### src/rtl/stencil_stream_ctrl.sv
// stencil_stream_ctrl
//   Frame sequencer between an input memory, a stencil core and a downstream
//   consumer.  On start it latches the stencil weights, streams INPUT_NO beats
//   from memory into the core (throttled by output-FIFO headroom), collects
//   the core's output beats into an output FIFO, and finishes once OUTPUT_NO
//   beats have drained or the drain watchdog expires.
//
// Ports
//   clock          single clock
//   reset          asynchronous reset, active-low
//   start          pulse that begins a frame (honoured only when idle)
//   cfg_weight     stencil weights, latched on start
//   mem_rd_en      input-memory read strobe
//   mem_rd_addr    input-memory read address
//   mem_rd_data    read data, valid one cycle after mem_rd_en
//   st_in_ready    beat-valid to the stencil core
//   st_in_matrix   beat data to the core
//   st_in_weight   latched weights to the core
//   st_out_valid   core output beat valid (no backpressure possible)
//   st_out_data    core output beat
//   out_valid      downstream beat valid (FIFO non-empty)
//   out_data       downstream beat (FIFO head)
//   out_ready      downstream accept
//   busy           frame in progress (FEED or DRAIN)
//   done           one-cycle end-of-frame pulse
//   err_ovf        sticky output-FIFO overflow
//   err_tmo        sticky drain timeout
module stencil_stream_ctrl #(
  parameter int unsigned ST         = 2,
  parameter int unsigned BW         = 32,
  parameter int unsigned POINTS     = 7,
  parameter int unsigned INPUT_NO   = 19,
  parameter int unsigned OUTPUT_NO  = 8,
  parameter int unsigned ADDR_W     = 5,
  parameter int unsigned FIFO_DEPTH = 16,
  parameter int unsigned SKID       = 8,
  parameter int unsigned TIMEOUT    = 64
) (
  input  logic                   clock,
  input  logic                   reset,
  input  logic                   start,
  input  logic [POINTS*BW-1:0]   cfg_weight,
  output logic                   mem_rd_en,
  output logic [ADDR_W-1:0]      mem_rd_addr,
  input  logic [ST*BW-1:0]       mem_rd_data,
  output logic                   st_in_ready,
  output logic [ST*BW-1:0]       st_in_matrix,
  output logic [POINTS*BW-1:0]   st_in_weight,
  input  logic                   st_out_valid,
  input  logic [ST*BW-1:0]       st_out_data,
  output logic                   out_valid,
  output logic [ST*BW-1:0]       out_data,
  input  logic                   out_ready,
  output logic                   busy,
  output logic                   done,
  output logic                   err_ovf,
  output logic                   err_tmo
);

  localparam int unsigned DW = ST * BW;
  localparam int unsigned IW = $clog2(INPUT_NO + 1);
  localparam int unsigned OW = $clog2(OUTPUT_NO + 1);
  localparam int unsigned TW = $clog2(TIMEOUT + 1);
  localparam int unsigned PW = $clog2(FIFO_DEPTH);
  localparam int unsigned CW = $clog2(FIFO_DEPTH + 1);

  localparam logic [IW-1:0] IN_LAST  = IW'(INPUT_NO - 1);
  localparam logic [OW-1:0] OUT_TERM = OW'(OUTPUT_NO);
  localparam logic [TW-1:0] WD_LAST  = TW'(TIMEOUT - 1);
  localparam logic [TW-1:0] WD_TERM  = TW'(TIMEOUT);
  localparam logic [CW-1:0] FIFO_CAP = CW'(FIFO_DEPTH);

  typedef enum logic [1:0] {
    S_IDLE  = 2'd0,
    S_FEED  = 2'd1,
    S_DRAIN = 2'd2,
    S_DONE  = 2'd3
  } state_t;

  state_t          state, state_nxt;
  logic [IW-1:0]   in_cnt;
  logic [OW-1:0]   out_cnt;
  logic [TW-1:0]   wd_cnt;

  logic [DW-1:0]   fifo_mem [FIFO_DEPTH];
  logic [PW-1:0]   wr_ptr, rd_ptr;
  logic [CW-1:0]   fifo_cnt;

  logic            frame_start;
  logic            rd_ok;
  logic            rd_fire;
  logic            tmo_hit;
  logic            flush;
  logic            capture;
  logic            fifo_full;
  logic            pop;
  logic            push;

  assign frame_start = (state == S_IDLE) && start;

  // Reads are only issued while the FIFO keeps more than SKID free slots, so
  // the beats already in flight through memory and core always fit.
  assign rd_ok     = (FIFO_DEPTH - 32'(fifo_cnt)) > SKID;

  assign fifo_full = (fifo_cnt == FIFO_CAP);
  assign out_valid = (fifo_cnt != '0);
  assign out_data  = out_valid ? fifo_mem[rd_ptr] : '0;
  assign pop       = out_valid && out_ready;

  // Core beats are taken in every state but IDLE; a full FIFO still accepts
  // when the head leaves in the same cycle.
  assign capture   = st_out_valid && (state != S_IDLE);
  assign push      = capture && (!fifo_full || pop);

  // Leftover FIFO contents are discarded on the way into DONE.
  assign flush     = (state == S_DRAIN) && (state_nxt == S_DONE);

  always_comb begin
    state_nxt = state;
    rd_fire   = 1'b0;
    tmo_hit   = 1'b0;
    case (state)
      S_IDLE: begin
        if (start) state_nxt = S_FEED;
      end
      S_FEED: begin
        if (rd_ok) begin
          rd_fire = 1'b1;
          if (in_cnt == IN_LAST) state_nxt = S_DRAIN;
        end
      end
      S_DRAIN: begin
        if ((out_cnt == OUT_TERM) && (fifo_cnt == '0)) begin
          state_nxt = S_DONE;
        end else if (!st_out_valid && (wd_cnt == WD_LAST)) begin
          tmo_hit   = 1'b1;
          state_nxt = S_DONE;
        end
      end
      S_DONE: begin
        state_nxt = S_IDLE;
      end
      default: begin
        state_nxt = S_IDLE;
      end
    endcase
  end

  assign mem_rd_en    = rd_fire;
  assign mem_rd_addr  = rd_fire ? ADDR_W'(in_cnt) : '0;
  assign st_in_matrix = st_in_ready ? mem_rd_data : '0;
  assign busy         = (state == S_FEED) || (state == S_DRAIN);
  assign done         = (state == S_DONE);

  always_ff @(posedge clock or negedge reset) begin
    if (!reset) begin
      state <= S_IDLE;
    end else begin
      state <= state_nxt;
    end
  end

  always_ff @(posedge clock or negedge reset) begin
    if (!reset) begin
      in_cnt       <= '0;
      st_in_weight <= '0;
      st_in_ready  <= 1'b0;
    end else begin
      st_in_ready <= rd_fire;
      if (frame_start) begin
        in_cnt       <= '0;
        st_in_weight <= cfg_weight;
      end else if (rd_fire) begin
        in_cnt <= in_cnt + IW'(1);
      end
    end
  end

  always_ff @(posedge clock or negedge reset) begin
    if (!reset) begin
      out_cnt <= '0;
    end else if (frame_start) begin
      out_cnt <= '0;
    end else if (capture && (out_cnt != OUT_TERM)) begin
      out_cnt <= out_cnt + OW'(1);
    end
  end

  // Watchdog counts DRAIN cycles without a core beat; it rests at zero
  // outside DRAIN so every drain phase starts with a full budget.
  always_ff @(posedge clock or negedge reset) begin
    if (!reset) begin
      wd_cnt <= '0;
    end else if ((state != S_DRAIN) || st_out_valid) begin
      wd_cnt <= '0;
    end else if (wd_cnt != WD_TERM) begin
      wd_cnt <= wd_cnt + TW'(1);
    end
  end

  always_ff @(posedge clock or negedge reset) begin
    if (!reset) begin
      err_ovf <= 1'b0;
      err_tmo <= 1'b0;
    end else if (frame_start) begin
      err_ovf <= 1'b0;
      err_tmo <= 1'b0;
    end else begin
      if (capture && fifo_full && !pop) err_ovf <= 1'b1;
      if (tmo_hit) err_tmo <= 1'b1;
    end
  end

  always_ff @(posedge clock or negedge reset) begin
    if (!reset) begin
      wr_ptr   <= '0;
      rd_ptr   <= '0;
      fifo_cnt <= '0;
    end else if (flush) begin
      wr_ptr   <= '0;
      rd_ptr   <= '0;
      fifo_cnt <= '0;
    end else begin
      if (push) wr_ptr <= wr_ptr + PW'(1);
      if (pop)  rd_ptr <= rd_ptr + PW'(1);
      case ({push, pop})
        2'b10:   fifo_cnt <= fifo_cnt + CW'(1);
        2'b01:   fifo_cnt <= fifo_cnt - CW'(1);
        default: fifo_cnt <= fifo_cnt;
      endcase
    end
  end

  // Storage needs no reset: out_data is gated by out_valid.
  always_ff @(posedge clock) begin
    if (push && !flush) fifo_mem[wr_ptr] <= st_out_data;
  end

endmodule

### config.mk
export PLATFORM = sky130hd
export DESIGN_NAME = stencil_stream_ctrl
export DESIGN_NICKNAME = d
export VERILOG_FILES = /design/src/rtl/stencil_stream_ctrl.sv
export SDC_FILE = /design/constraint.sdc
export NUM_CORES = 1
export LEC_CHECK = 0
export ABC_AREA = 0
export BUFFER_PORTS_ARGS = -buffer_cell sky130_fd_sc_hd__buf_2
export CAP_MARGIN = 10
export CORE_ASPECT_RATIO = 1.1
export CORE_MARGIN = 10
export CORE_UTILIZATION = 52
export DETAILED_ROUTE_END_ITERATION = 8
export GPL_ROUTABILITY_DRIVEN = 1
export MAX_ROUTING_LAYER = met4
export PLACE_DENSITY = 0.74
export SETUP_SLACK_MARGIN = 0.3
export SYNTH_ARGS = -nofsm -noshare
export SYNTH_HDL_FRONTEND = slang
export SYNTH_SLANG_ARGS = --single-unit
### constraint.sdc
create_clock -name clock -period 9.4 [get_ports clock]
set_input_delay 1.88 -clock clock [delete_from_list [all_inputs] [get_ports clock]]
set_output_delay 1.88 -clock clock [all_outputs]
set_load 0.005 [all_outputs]
==> results.txt <==
Fin crit share: 64.1%
Drc violations: 0
Worst Slack Setup Final: 3.37 ns
Largest net degree at the start of global routing: 172
FF-to-FF Start: fifo_cnt[1]
Clock share of power: 26.5%
Row cnt: 118
Worst skew pair latency: 0.75 ns
Total core area: 0.0943 mm^2
Critical path buffers and inverters: 2
Die width: 314 um
First-pass GRT wire length: 228000 um
Synthesis-to-layout area growth: 18.3%
Critical-path cell list: buf_4, mux4_2, mux2i_1, o22ai_1, buf_2
Hold Path Origin: st_in_weight[7]
Clock tree sinks: 1282
Total die area: 0.108 mm^2
ANT nets after route: 0
Hold Crit Class: flip-flop to flip-flop
Vias per cell: 5.87
Min Clock Period, post-route: 6.03 ns
WP data arrival: 4.15 ns
Switching Share: 34.2%
Number of synthesized flops with an enable pin: 1024
Average cell area after synthesis: 17.5 um^2
Seq/Total Area, Yosys: 75.1%
Skew final: 0.0557 ns
CTS tree: done
CP max FO: 49
P_int: 11.9 mW
Fmax achieved: 166 MHz
Most frequent cells in the layout: edfxtp_1 (1024), buf_2 (719), nand2_1 (688), mux4_2 (256), dfrtp_1 (254)
Seq pwr share: 42.4%
FF+latch count, synth: 1282
Gr ovfl total: 0
Leakage: 22.7 nW
# nets final: 3936
Crit path launch: rd_ptr[0]
Ports: 721
Status: finished clean
CTS root buffer: clkbuf_16
Cell area after synthesis: 0.0495 mm^2
Setup bufs post-CTS: 0
Max clock buf depth: 3
Final Hold Vio Count: 0
Number of DRC markers in iteration 0: 3479
DR vias: 29100
Pre-CTS setup slack: 3.98 ns
Ranking of synthesized cells by area: edfxtp_1 (62%), dfrtp_1 (13%), mux4_2 (12%)
Final total power: 18.1 mW
Post-synth top area share: 62.1%
Maximum VDD drop: 0.296 mV
Most common cell after layout, fill and taps aside: edfxtp_1
Largest stage delay, worst path: 1.12 ns
Clock Pin Slew Worst Setup and Hold Paths: 0.06 ns
Setup crit start kind: flip-flop
Post-DP HPWL: 111000 um
Kind of critical path: flip-flop to primary output
FFs w/ async S/R, synth: 20.1%
Initial core utilization: 52.5%
Initial DRT Pass Iterations: 5
Slowest CP cell: dfrtp_4
I/O Buffers: 720
Post-CTS Resized: 0
Post-synth top flop: edfxtp_1
Crit path capture type: primary output
Die height: 344 um
Mapped Nets: 3200
Power Density: 310 mW/mm^2
Synth Warn #: 0
Worst relative slew slack: 24.3%
Fillers: 6809
Initial antenna violation count: 50
CTS Hold Bufs: 0
Final slew viol count: 0
Top delay family on crit path: flip-flops
Max-cap viol count: 0
Setup TNS: 0 ns
Drt wl/cell: 33.4 um
Drt total wl: 166000 um
Total GRT Usage: 31.2%
Sw power: 6.20 mW
Final setup fails: 0
Slew @ Worst Pin: 1.14 ns
GPL Wtd Cong: 1.11
Post-synthesis cell type count: 48
Logic pwr share: 31.1%
Layout cell share with drive strength beyond 1: 33.4%
TritonCTS buffer count: 121
Number of global-route vias before repair: 28400
Top cell type by total area after synthesis: edfxtp_1
RSZ-0062 raised after global routing: false
Required @ worst endpoint: 7.52 ns
Htree depth: 3
Post-Syn Instances: 2822
Worst hold slack: 0.469 ns
cells by family (layout without fill, tap and decap cells):
logic type                 count (synthesis)  after routing  share of synthesized area (%)
and+or+nand+nor                          847            847                           7.06
other                                      0             31                              0
muxes                                    388            388                           14.3
AOI/OAI and AO/OA                         93             93                           1.16
adders and majority gates                 21             21                          0.546
DFF                                     1282           1282                           75.1
buffers and inverters                    170           1008                           1.42
xor gates and xnor gates                  21             21                          0.371
state kept, by name, summed over array words and instances (netlist names):
signal	cells
fifo_mem	1024
st_in_weight	224
wd_cnt	7
fifo_cnt	5
in_cnt	5
out_cnt	4
rd_ptr	4
wr_ptr	4
state	2
err_ovf	1
err_tmo	1
st_in_ready	1
synthesized netlist by cell type, types with 10 or more instances:
cell,instances
and2_1,65
o22ai_1,65
nand2_1,690
a21oi_1,14
inv_1,17
nor2_1,34
mux2i_1,132
buf_1,18
dfrtp_1,258
xor2_1,10
nor4_1,11
xnor2_1,11
edfxtp_1,1024
mux4_2,256
clkbuf_1,101
ha_1,20
buf_2,30
per-stage QoR:
stage	instances	cell area [um^2]	util [%]
2_1_floorplan	2822	49500	-
3_5_place_dp	4695	54600	57.9
5_1_grt	4946	58600	62.1
6_report	4951	58600	62.1
4_1_cts	4920	58500	62.0
3_3_place_gp	4695	54600	57.9
power groups by stage:
| stage | sequential [mW] | clock (mW) | combinational, mW |
|---|---|---|---|
| CTS | 7.66 | 4.86 | 5.70 |
| floorplan | 7.37 | 0 | 3.24 |
| global placement | 7.74 | 0 | 5.60 |
| detailed placement | 7.76 | 0 | 5.65 |
| finish | 7.69 | 4.81 | 5.64 |
| global route | 7.73 | 5.08 | 6.00 |
layout make-up:
cell class	count	area, um^2	share of cell area, %
antenna	31	77.6	0.132
clock buffer	156	3250	5.54
clock inverter	69	638	1.09
inverter	17	63.8	0.109
multi-input combinational	1370	11700	20.0
sequential	1282	37200	63.5
tap	1260	1580	2.69
timing repair buffer	766	4020	6.86
final timing paths:
path                                           to  slack (ns)  depth (start not counted)
worst min register to register    st_in_weight[7]        0.47                          2
worst max register to register    fifo_mem[9][40]        4.98                          9
min in group asynchronous       st_in_weight[195]        1.20                          1
max in group asynchronous       st_in_weight[116]        6.75                          2
worst max-delay path                 out_data[54]        3.37                          5
worst min-delay path              st_in_weight[7]        0.47                          2
layer usage:
| layer | part of all wire, % | global-route usage, % | up-vias |
|---|---|---|---|
| li1 | - | - | 12200 |
| met1 | 39 | 40.6 | 15200 |
| met2 | 46 | 45.7 | 1465 |
| met3 | 8.1 | 6.31 | 246 |
| met4 | 6.7 | 18.1 | 0 |
| met5 | 0 | - | - |
worst min-delay path: stages (launching register included):
cell,delay (ns)
dfrtp_1,0.33
nand2_1,0.05
nand2_1,0.06
(Power assumes the default switching activity.)
